==> src/rtl/tilegen_layer_mixer_pkg.sv <==
// tilegen_layer_mixer_pkg: shared constants, candidate record and reset-default helper for the layer mixer.
// Contents: register addresses (background, solo), transparent-pen constant,
// reset-default priority function, candidate record carried through the compare tree.
package tilegen_mixer_pkg;

    localparam logic [3:0] ADDR_BG         = 4'hF;
    localparam logic [3:0] ADDR_SOLO       = 4'hE;
    localparam logic [3:0] ID_BG           = 4'hF;
    // All-ones pen is transparent; sliced down to the configured pen width.
    localparam logic [7:0] PEN_TRANSPARENT = 8'hFF;

    // Fields are sized for the widest legal configuration and zero-extended.
    typedef struct packed {
        logic       valid;
        logic [7:0] pri;
        logic [7:0] cl;
        logic [7:0] dt;
        logic [3:0] id;
    } cand_t;

    function automatic logic [7:0] default_pri(input int unsigned idx);
        return 8'(idx);
    endfunction

endpackage

==> src/rtl/tilegen_layer_mixer_if.sv <==
// tilegen_layer_mixer_if: pixel, CPU register and output bundle of the layer mixer.
// master: pixel/CPU driver (drives PIXEL_EN..nWE, receives CLO..VALID).
// slave : the mixer (receives PIXEL_EN..nWE, drives CLO..VALID).
interface tilegen_layer_mixer_if #(
    parameter int LAYER_COUNT = 4,
    parameter int PR_WIDTH    = 3,
    parameter int CL_WIDTH    = 8,
    parameter int DT_WIDTH    = 3
);
    logic                            PIXEL_EN;
    logic                            nBLANK;
    logic                            nVSYNC;
    logic [LAYER_COUNT*CL_WIDTH-1:0] LAYER_CL;
    logic [LAYER_COUNT*DT_WIDTH-1:0] LAYER_DT;
    logic [3:0]                      CA;
    logic [7:0]                      CD;
    logic                            nCS;
    logic                            nWE;
    logic [CL_WIDTH-1:0]             CLO;
    logic [DT_WIDTH-1:0]             DTO;
    logic [PR_WIDTH-1:0]             PRO;
    logic [3:0]                      LAYER_ID;
    logic                            VALID;

    modport master (
        output PIXEL_EN, nBLANK, nVSYNC, LAYER_CL, LAYER_DT, CA, CD, nCS, nWE,
        input  CLO, DTO, PRO, LAYER_ID, VALID
    );
    modport slave (
        input  PIXEL_EN, nBLANK, nVSYNC, LAYER_CL, LAYER_DT, CA, CD, nCS, nWE,
        output CLO, DTO, PRO, LAYER_ID, VALID
    );
endinterface

==> src/rtl/tilegen_layer_mixer_cmp.sv <==
// tilegen_mixer_cmp: registered two-input priority compare node with pixel-strobe hold.
// Ports: clk, rst_n (async active-low), i_en (pixel strobe), i_a (lower-index side),
// i_b (higher-index side), o_y (registered winner).
module tilegen_mixer_cmp
    import tilegen_mixer_pkg::*;
(
    input  logic  clk,
    input  logic  rst_n,
    input  logic  i_en,
    input  cand_t i_a,
    input  cand_t i_b,
    output cand_t o_y
);
    cand_t r_y;
    logic  w_pick_b;

    // b must be strictly higher to win, so ties go to the lower-index side a.
    assign w_pick_b = i_b.valid && (!i_a.valid || i_b.pri > i_a.pri);

    always_ff @(posedge clk or negedge rst_n) begin
        if (!rst_n)
            r_y <= '0;
        else if (i_en)
            r_y <= w_pick_b ? i_b : i_a;
    end

    assign o_y = r_y;
endmodule

==> src/rtl/tilegen_layer_mixer.sv <==
// tilegen_layer_mixer: N-layer tile priority compositor with frame-synchronised CPU registers.
// Ports: CLK_6M clock, rst_n async active-low reset, bus (tilegen_layer_mixer_if.slave):
// pixel inputs PIXEL_EN/nBLANK/LAYER_CL/LAYER_DT, CPU port CA/CD/nCS/nWE, frame sync nVSYNC,
// outputs CLO/DTO/PRO/LAYER_ID/VALID after clog2(LAYER_COUNT)+2 pixel strobes.
// Optional feature macro: TILEGEN_MIXER_SOLO_EN adds the solo register at CA=4'hE.
module tilegen_layer_mixer
    import tilegen_mixer_pkg::*;
#(
    parameter int                     LAYER_COUNT        = 4,
    parameter int                     PR_WIDTH           = 3,
    parameter int                     CL_WIDTH           = 8,
    parameter int                     DT_WIDTH           = 3,
    parameter logic [LAYER_COUNT-1:0] LAYER_DISABLE_MASK = '0
)(
    input logic                   CLK_6M,
    input logic                   rst_n,
    tilegen_layer_mixer_if.slave  bus
);
    localparam int D = $clog2(LAYER_COUNT);
    localparam int P = 1 << D;

    logic                   r_vs;
    logic                   w_wr;
    logic                   w_commit;
    logic [PR_WIDTH-1:0]    r_stg_pri [LAYER_COUNT];
    logic [PR_WIDTH-1:0]    r_act_pri [LAYER_COUNT];
    logic [LAYER_COUNT-1:0] r_stg_dis;
    logic [LAYER_COUNT-1:0] r_act_dis;
    logic [CL_WIDTH-1:0]    r_stg_bg;
    logic [CL_WIDTH-1:0]    r_act_bg;
    logic [LAYER_COUNT-1:0] w_solo_ok;
`ifdef TILEGEN_MIXER_SOLO_EN
    logic                   r_stg_solo_en;
    logic                   r_act_solo_en;
    logic [3:0]             r_stg_solo_id;
    logic [3:0]             r_act_solo_id;
`endif

    assign w_wr     = !bus.nCS && !bus.nWE;
    // Falling nVSYNC: previous sample high, current sample low.
    assign w_commit = r_vs && !bus.nVSYNC;

    // Active copies take the pre-write staging values because both update with <= in one edge.
    always_ff @(posedge CLK_6M or negedge rst_n) begin
        if (!rst_n) begin
            r_vs <= 1'b0;
            for (int i = 0; i < LAYER_COUNT; i++) begin
                r_stg_pri[i] <= PR_WIDTH'(default_pri(i));
                r_act_pri[i] <= PR_WIDTH'(default_pri(i));
            end
            r_stg_dis <= '0;
            r_act_dis <= '0;
            r_stg_bg  <= '0;
            r_act_bg  <= '0;
`ifdef TILEGEN_MIXER_SOLO_EN
            r_stg_solo_en <= 1'b0;
            r_act_solo_en <= 1'b0;
            r_stg_solo_id <= '0;
            r_act_solo_id <= '0;
`endif
        end else begin
            r_vs <= bus.nVSYNC;
            for (int i = 0; i < LAYER_COUNT; i++) begin
                if (w_wr && bus.CA == 4'(i)) begin
                    r_stg_pri[i] <= bus.CD[PR_WIDTH-1:0];
                    r_stg_dis[i] <= bus.CD[7];
                end
            end
            if (w_wr && bus.CA == ADDR_BG)
                r_stg_bg <= bus.CD[CL_WIDTH-1:0];
`ifdef TILEGEN_MIXER_SOLO_EN
            if (w_wr && bus.CA == ADDR_SOLO) begin
                r_stg_solo_en <= bus.CD[7];
                r_stg_solo_id <= bus.CD[3:0];
            end
`endif
            if (w_commit) begin
                r_act_pri <= r_stg_pri;
                r_act_dis <= r_stg_dis;
                r_act_bg  <= r_stg_bg;
`ifdef TILEGEN_MIXER_SOLO_EN
                r_act_solo_en <= r_stg_solo_en;
                r_act_solo_id <= r_stg_solo_id;
`endif
            end
        end
    end

    // Solo index beyond the layer count matches no layer, leaving background only.
    for (genvar i = 0; i < LAYER_COUNT; i++) begin : g_solo
`ifdef TILEGEN_MIXER_SOLO_EN
        assign w_solo_ok[i] = !r_act_solo_en || r_act_solo_id == 4'(i);
`else
        assign w_solo_ok[i] = 1'b1;
`endif
    end

    cand_t w_cand [P];
    cand_t r_leaf [P];
    cand_t w_node [P-1];
    logic [D:0] r_bl;

    // Leaves past LAYER_COUNT pad the tree to a power of two and never win.
    for (genvar i = 0; i < P; i++) begin : g_leaf
        if (i < LAYER_COUNT) begin : g_real
            logic [DT_WIDTH-1:0] w_dt;
            assign w_dt      = bus.LAYER_DT[i*DT_WIDTH +: DT_WIDTH];
            assign w_cand[i] = '{
                valid: w_dt != PEN_TRANSPARENT[DT_WIDTH-1:0] && !r_act_dis[i]
                       && !LAYER_DISABLE_MASK[i] && w_solo_ok[i],
                pri:   8'(r_act_pri[i]),
                cl:    8'(bus.LAYER_CL[i*CL_WIDTH +: CL_WIDTH]),
                dt:    8'(w_dt),
                id:    4'(i)
            };
        end else begin : g_pad
            assign w_cand[i] = '0;
        end
    end

    always_ff @(posedge CLK_6M or negedge rst_n) begin
        if (!rst_n) begin
            for (int i = 0; i < P; i++)
                r_leaf[i] <= '0;
            r_bl <= '0;
        end else if (bus.PIXEL_EN) begin
            r_leaf <= w_cand;
            r_bl   <= {r_bl[D-1:0], bus.nBLANK};
        end
    end

    // Heap-ordered tree: node j has children 2j+1 (lower layers) and 2j+2; leaves sit at P-1..2P-2.
    for (genvar j = 0; j < P - 1; j++) begin : g_node
        cand_t w_a;
        cand_t w_b;
        if (2*j + 1 >= P - 1) begin : g_lf
            assign w_a = r_leaf[2*j + 1 - (P - 1)];
            assign w_b = r_leaf[2*j + 2 - (P - 1)];
        end else begin : g_in
            assign w_a = w_node[2*j + 1];
            assign w_b = w_node[2*j + 2];
        end
        tilegen_mixer_cmp u_cmp (
            .clk   (CLK_6M),
            .rst_n (rst_n),
            .i_en  (bus.PIXEL_EN),
            .i_a   (w_a),
            .i_b   (w_b),
            .o_y   (w_node[j])
        );
    end

    cand_t               w_root;
    logic                w_show;
    logic [CL_WIDTH-1:0] r_clo;
    logic [DT_WIDTH-1:0] r_dto;
    logic [PR_WIDTH-1:0] r_pro;
    logic [3:0]          r_id;
    logic                r_valid;
    logic                w_unused;

    assign w_root = w_node[0];
    assign w_show = w_root.valid && r_bl[D];

    always_ff @(posedge CLK_6M or negedge rst_n) begin
        if (!rst_n) begin
            r_clo   <= '0;
            r_dto   <= '1;
            r_pro   <= '0;
            r_id    <= ID_BG;
            r_valid <= 1'b0;
        end else if (bus.PIXEL_EN) begin
            r_clo   <= w_show ? w_root.cl[CL_WIDTH-1:0] : r_act_bg;
            r_dto   <= w_show ? w_root.dt[DT_WIDTH-1:0] : '1;
            r_pro   <= w_show ? w_root.pri[PR_WIDTH-1:0] : '0;
            r_id    <= w_show ? w_root.id : ID_BG;
            r_valid <= r_bl[D];
        end
    end

    assign bus.CLO      = r_clo;
    assign bus.DTO      = r_dto;
    assign bus.PRO      = r_pro;
    assign bus.LAYER_ID = r_id;
    assign bus.VALID    = r_valid;

    assign w_unused = ^{bus.CD, w_root};
endmodule

==> src/flat_wrapper.sv <==
// flat-port wrapper written by rule: the top's interface ports become plain ports
module tilegen_layer_mixer_flat import tilegen_mixer_pkg::*;
#(
    parameter int                     LAYER_COUNT        = 4,
    parameter int                     PR_WIDTH           = 3,
    parameter int                     CL_WIDTH           = 8,
    parameter int                     DT_WIDTH           = 3,
    parameter logic [LAYER_COUNT-1:0] LAYER_DISABLE_MASK = '0
)
  (CLK_6M, rst_n, bus_PIXEL_EN, bus_nBLANK, bus_nVSYNC, bus_LAYER_CL, bus_LAYER_DT, bus_CA, bus_CD, bus_nCS, bus_nWE, bus_CLO, bus_DTO, bus_PRO, bus_LAYER_ID, bus_VALID);
  tilegen_layer_mixer_if #(.LAYER_COUNT(LAYER_COUNT), .PR_WIDTH(PR_WIDTH), .CL_WIDTH(CL_WIDTH), .DT_WIDTH(DT_WIDTH)) bus_i ();
  input logic CLK_6M;
  input logic rst_n;
  input wire logic [$bits(bus_i.PIXEL_EN)-1:0] bus_PIXEL_EN;
  input wire logic [$bits(bus_i.nBLANK)-1:0] bus_nBLANK;
  input wire logic [$bits(bus_i.nVSYNC)-1:0] bus_nVSYNC;
  input wire logic [$bits(bus_i.LAYER_CL)-1:0] bus_LAYER_CL;
  input wire logic [$bits(bus_i.LAYER_DT)-1:0] bus_LAYER_DT;
  input wire logic [$bits(bus_i.CA)-1:0] bus_CA;
  input wire logic [$bits(bus_i.CD)-1:0] bus_CD;
  input wire logic [$bits(bus_i.nCS)-1:0] bus_nCS;
  input wire logic [$bits(bus_i.nWE)-1:0] bus_nWE;
  output wire logic [$bits(bus_i.CLO)-1:0] bus_CLO;
  output wire logic [$bits(bus_i.DTO)-1:0] bus_DTO;
  output wire logic [$bits(bus_i.PRO)-1:0] bus_PRO;
  output wire logic [$bits(bus_i.LAYER_ID)-1:0] bus_LAYER_ID;
  output wire logic [$bits(bus_i.VALID)-1:0] bus_VALID;
  assign bus_i.PIXEL_EN = bus_PIXEL_EN;
  assign bus_i.nBLANK = bus_nBLANK;
  assign bus_i.nVSYNC = bus_nVSYNC;
  assign bus_i.LAYER_CL = bus_LAYER_CL;
  assign bus_i.LAYER_DT = bus_LAYER_DT;
  assign bus_i.CA = bus_CA;
  assign bus_i.CD = bus_CD;
  assign bus_i.nCS = bus_nCS;
  assign bus_i.nWE = bus_nWE;
  assign bus_CLO = bus_i.CLO;
  assign bus_DTO = bus_i.DTO;
  assign bus_PRO = bus_i.PRO;
  assign bus_LAYER_ID = bus_i.LAYER_ID;
  assign bus_VALID = bus_i.VALID;
  tilegen_layer_mixer #(.LAYER_COUNT(LAYER_COUNT), .PR_WIDTH(PR_WIDTH), .CL_WIDTH(CL_WIDTH), .DT_WIDTH(DT_WIDTH), .LAYER_DISABLE_MASK(LAYER_DISABLE_MASK)) u_core (.CLK_6M(CLK_6M), .rst_n(rst_n), .bus(bus_i));
endmodule
==> config.mk <==
export PLATFORM = sky130hd
export DESIGN_NAME = tilegen_layer_mixer_flat
export DESIGN_NICKNAME = d
export VERILOG_FILES = /design/src/rtl/tilegen_layer_mixer_pkg.sv /design/src/rtl/tilegen_layer_mixer_if.sv /design/src/rtl/tilegen_layer_mixer_cmp.sv /design/src/rtl/tilegen_layer_mixer.sv /design/src/flat_wrapper.sv
export SDC_FILE = /design/constraint.sdc
export NUM_CORES = 1
export LEC_CHECK = 0
export ABC_AREA = 1
export BUFFER_PORTS_ARGS = -buffer_cell sky130_fd_sc_hd__buf_2
export CAP_MARGIN = 40
export CORE_ASPECT_RATIO = 0.75
export CORE_UTILIZATION = 55
export DETAILED_ROUTE_END_ITERATION = 7
export PLACE_DENSITY = 0.85
export SLEW_MARGIN = 20
export SYNTH_ARGS = -nofsm -noshare
export SYNTH_HDL_FRONTEND = slang
export SYNTH_HIERARCHICAL = 1
export SYNTH_SLANG_ARGS = --single-unit
==> constraint.sdc <==
create_clock -name CLK_6M -period 1.65 [get_ports CLK_6M]
set_input_delay 0.2475 -clock CLK_6M [delete_from_list [all_inputs] [get_ports CLK_6M]]
set_output_delay 0.2475 -clock CLK_6M [all_outputs]
set_load 0.05 [all_outputs]
After elaboration in Yosys (flattened, before gate mapping)

Cells that the tools add are included.

Bits in registers: 210
Input port bits: 63
Output and inout port bits: 19
Logic and storage cells: 102

Order comparisons: 3
Eq/ne operators: 8
Multiplexer cells: 7
Reductions and logical operators: 29

Operator list:

| kind               | count |
|---|---|
| $mux 29            | 3 |
| $logic_and 1x1->1  | 15 |
| $ne 3x3->1 const B | 4 |
| $logic_not 1->1    | 10 |
| $eq 4x2->1 const B | 2 |
| $gt 8x8->1         | 1 |
| $mux 8             | 1 |
| $gt 3x3->1         | 2 |
| $mux 3             | 2 |
| $eq 4x1->1 const B | 1 |
| $eq 4x4->1 const B | 1 |
| $logic_not 4->1    | 1 |
| $mux 4             | 1 |
| $logic_or 1x1->1   | 3 |

Longest topological paths before layout

Depth in word-level cells: 4
Mapped depth: 16
Gate-level depth less buffers: 15

Modules after synthesis

The synthesis kept the hierarchy.

By module, submodules not included:

| module              | instances | cells each | area each (um^2) | sequential area each (um^2) |
|---|---|---|---|---|
| tilegen_mixer_cmp   | 3         | 273        | 1,911.8          | 725.7 |
| tilegen_layer_mixer | 1         | 593        | 5,313.8          | 3,321.9 |

Worst setup path before layout

No wires, ideal clock.

Kind: register to register
Start point: reg u_core.g_node[1].u_cmp.r_y, in the netlist u_core/g_node[1].u_cmp/o_y[27]
End point: reg u_core.g_node[0].u_cmp.r_y, in the netlist u_core/g_node[0].u_cmp/o_y[12]
Setup time: 0.117 ns
Data arrival time: 1.527 ns
Required time: 1.533 ns
Setup slack: 0.006 ns
Cell stages (with the launch flop): 13
Path buffers: 1
Clock period less this slack: 1.644 ns
Cells stage by stage: dfrtp_1 > inv_1 > ha_1 > a21o_1 > nor2_1 > nand2_1 > nand2_1 > nand2_2 > nand2_4 > buf_2 > nand2_1 > nand3_1 > nand2_1

Longest elaborated chain between the ends: 4

RTL lines:

| element                  | RTL line                      | source |
|---|---|---|
| start: declaration       | tilegen_layer_mixer_cmp.sv:14 | `cand_t r_y;` |
| start signal: assignment | tilegen_layer_mixer_cmp.sv:24 | `r_y <= w_pick_b ? i_b : i_a;` |
| $gt 8x8->1               | tilegen_layer_mixer_cmp.sv:18 | `assign w_pick_b = i_b.valid && (!i_a.valid \|\| i_b.pri > i_a.pri);` |
| $logic_or 1x1->1         | tilegen_layer_mixer_cmp.sv:18 |  |
| $logic_and 1x1->1        | tilegen_layer_mixer_cmp.sv:18 |  |
| $mux 29                  | tilegen_layer_mixer_cmp.sv:24 |  |
| end signal: assignment   | tilegen_layer_mixer_cmp.sv:24 |  |
| end: declaration         | tilegen_layer_mixer_cmp.sv:14 |  |

Every way passes these cells.
A chain may end at the register's enable or synchronous reset.

Final worst setup path

Start point: reg u_core.g_node[1].u_cmp.r_y, in the netlist u_core/g_node[1].u_cmp/o_y[25]
End point: reg u_core.g_node[0].u_cmp.r_y, in the netlist u_core/g_node[0].u_cmp/o_y[13]

Same word-level chain as after synthesis.

==> reports/qor.txt <==
status -> complete, but fails checks
failing checks -> setup timing
CTS sink cnt -> 199
final core occ -> 73.4%
Layout Area Growth over Synthesis -> 30.1%
CP cell instances -> inv_2, ha_4, nand2_4, nor2_4, nand4_1, nand2_4, nand2_8, buf_12, nand2_8, nand2_1, nand3_1, nand2_1
routing usage on met3 -> 8.98%
via count of the first global-routing pass -> 9,388
Longest Clk Path Bufs -> 2
TritonCTS Buffers -> 17
Max Cap Viol -> 0
initial DRC count -> 1,651
CP arrival -> 2.44 ns
initial antenna violation count -> 2
All-Layer GR Usage -> 33.4%
Hold Slack -> 0.000631 ns
total chip power -> 16.0 mW
Max Freq -> 473 MHz
die extent in y -> 119 µm
Reg clk slew, reported paths -> 0.08 ns
Critical Path RT -> 1.97 ns
WL final -> 36,600 µm
fin. max-slew vios -> 0
Die X -> 158 µm
final setup margin -> -0.465 ns
worst path bufs/invs -> 2
total die area -> 18,700 µm²
crit path kind -> flop to flop
Routability Congestion -> 0.854
fill cell count -> 1,064
WL/cell -> 21.9 µm
grt total ovfl -> 0
dpl hpwl -> 15,800 µm
delay of the slowest cell on the worst path -> 0.41 ns
DRC Markers -> 0
RSZ-0062 raised after global routing -> yes
Mapped Cells -> 1,257
fin crit share -> 128%
min cycle time layout -> 2.12 ns
clock root buffer master -> clkbuf_16
slowest cell on the critical path -> dfrtp_1
Static Leak -> 6.87 nW
Ys Warns -> 6
Starting Density -> 56.4%
core footprint -> 17,700 µm²
layout cell share with drive strength beyond 1 -> 31.3%
CP Launch Type -> flop
synthesized area per cell -> 7.95 µm²
cell family with most CP delay -> simple AND/OR/NAND/NOR gates
CTS tree -> yes
hold crit path type -> primary input to flop
met1 Resource Use GR -> 41.5%
Vias -> 10,200
CP Capture Type -> flop
final instance area -> 13,000 µm²
Worst Tran Pin Value -> 0.886 ns
IO Port Bufs -> 81
global routing's busiest layer -> met2
M2 GR Usage -> 52.7%
relative slew slack -> 41.0%
first-pass GRT wire length -> 47,700 µm
I/O pins -> 82
Final Setup Violations -> 64
Critical Path Fanout Max -> 6
nets -> 1,501
row count -> 42
Initial DRT Pass Iterations -> 8
antenna-violating nets left -> 0
Vias per Instance -> 6.10
Worst Skew -> 0.00909 ns
PwrDens -> 1230 nW/µm²
Synth Cell Area -> 9990 µm²
maximum VDD drop -> 0.762 mV
pin count of the biggest net entering global routing -> 59
depth of the CTS H-tree -> 4
placed instance area -> 10,800 µm²
Clock Latency Late Sink -> 0.45 ns
Fin. Hold Viols -> 0
-- area by class of cell --
class,count,area (µm²),share of cell area [%]
Multi-Input combinational cell,872,5180,39.9
Sequential cell,199,5000,38.4
Timing Repair Buffer,160,1280,9.85
Inverter,164,618,4.75
Clock buffer,17,425,3.27
Tap cell,242,303,2.33
Clock inverter,15,191,1.47
Antenna cell,1,2.50,0.0192
-- report_power, final --
part / switching (mW) / internal [mW] / total (mW)
clock: 2.14 / 2.31 / 4.45
combinational: 3.20 / 1.87 / 5.07
sequential: 0.758 / 5.70 / 6.46
total: 6.10 / 9.87 / 16.0
-- worst paths after layout --
| check | from | to | slack, ns | depth (start not counted) |
|---|---|---|---|---|
| max | u_core/g_node[1].u_cmp/o_y[25] | u_core/g_node[0].u_cmp/o_y[13] | -0.47 | 12 |
| max in group asynchronous | rst_n | u_core/r_stg_pri[0] | 0.73 | 3 |
| min reg2reg | u_core/r_act_pri[4] | u_core/r_act_pri[4] | 0.47 | 2 |
| max reg2reg | u_core/g_node[1].u_cmp/o_y[25] | u_core/g_node[0].u_cmp/o_y[13] | -0.47 | 12 |
| min | bus_LAYER_CL[9] | u_core/g_node[1].w_b[13] | 0.0006 | 3 |
| min in group asynchronous | rst_n | u_core/g_node[1].u_cmp/o_y[20] | 0.27 | 2 |
-- worst reg2reg max path, delay by kind of cell, from the launching register on --
kind / cells / cell delay [ns]
buf+inv: 2 / 0.25
simple gates: 9 / 1.04
fa+ha+maj: 1 / 0.30
flops: 1 / 0.41
-- cell usage in the layout, fill, tap and decap left out, types with 5 or more instances in the layout --
master     count
nand2_1      437
dfrtp_1      183
inv_1        147
nand3_2       81
buf_2         79
nand2_2       59
nand3_1       58
buf_4         53
nor2_1        48
conb_1        42
nand2_4       28
nand3_4       21
nand4_1       19
clkbuf_16     18
a21oi_1       16
inv_2         16
dfstp_2       15
ha_1          12
nand2_8       11
buf_12        11
o21ai_0       11
ha_4          11
nor2_2         6
buf_6          5
-- routing by layer --
layer  share of wire (%)  vias to the layer above
li1                    -                     4119
met1                  34                     4721
met2                  44                      986
met3                  13                      367
met4                 9.2                        0
met5                   0                        -
-- per-stage QoR --
stage                     setup slack (ns)  setup TNS [ns]  cells
after detailed placement            -0.199           -7.29   1602
final                               -0.465          -19.32   1670
after global placement              -0.178           -3.86   1602
after CTS                           -0.136           -5.80   1660
after global routing                -0.490          -21.62   1669
after floorplan                     0.0607               0   1298
-- state kept, by name, summed over array words and instances (netlist names) --
register                 cells
u_core/r_act_bg              8
u_core/g_node.u_cmp/o_y     67
u_core/bus.LAYER_ID          4
u_core/r_bl                  3
u_core/r_act_dis             4
u_core/g_node.w_a           30
u_core/r_vs                  1
u_core/r_stg_dis             4
u_core/g_node.w_b           31
u_core/bus.DTO               3
u_core/bus.CLO               8
u_core/bus.PRO               3
u_core/r_stg_pri            12
u_core/bus.VALID             1
u_core/r_act_pri            12
u_core/r_stg_bg              8
-- timing repair --
action | CTS | global route
setup buffers | 12 | 10
hold endpoints to repair | 27 | 0
resized for setup | 110 | 150
setup endpoints to repair | 64 | 64
pin swaps | 52 | 64
hold buffers | 3 | 0
cloned | 11 | 1
Power figures use the tool's default switching activity.
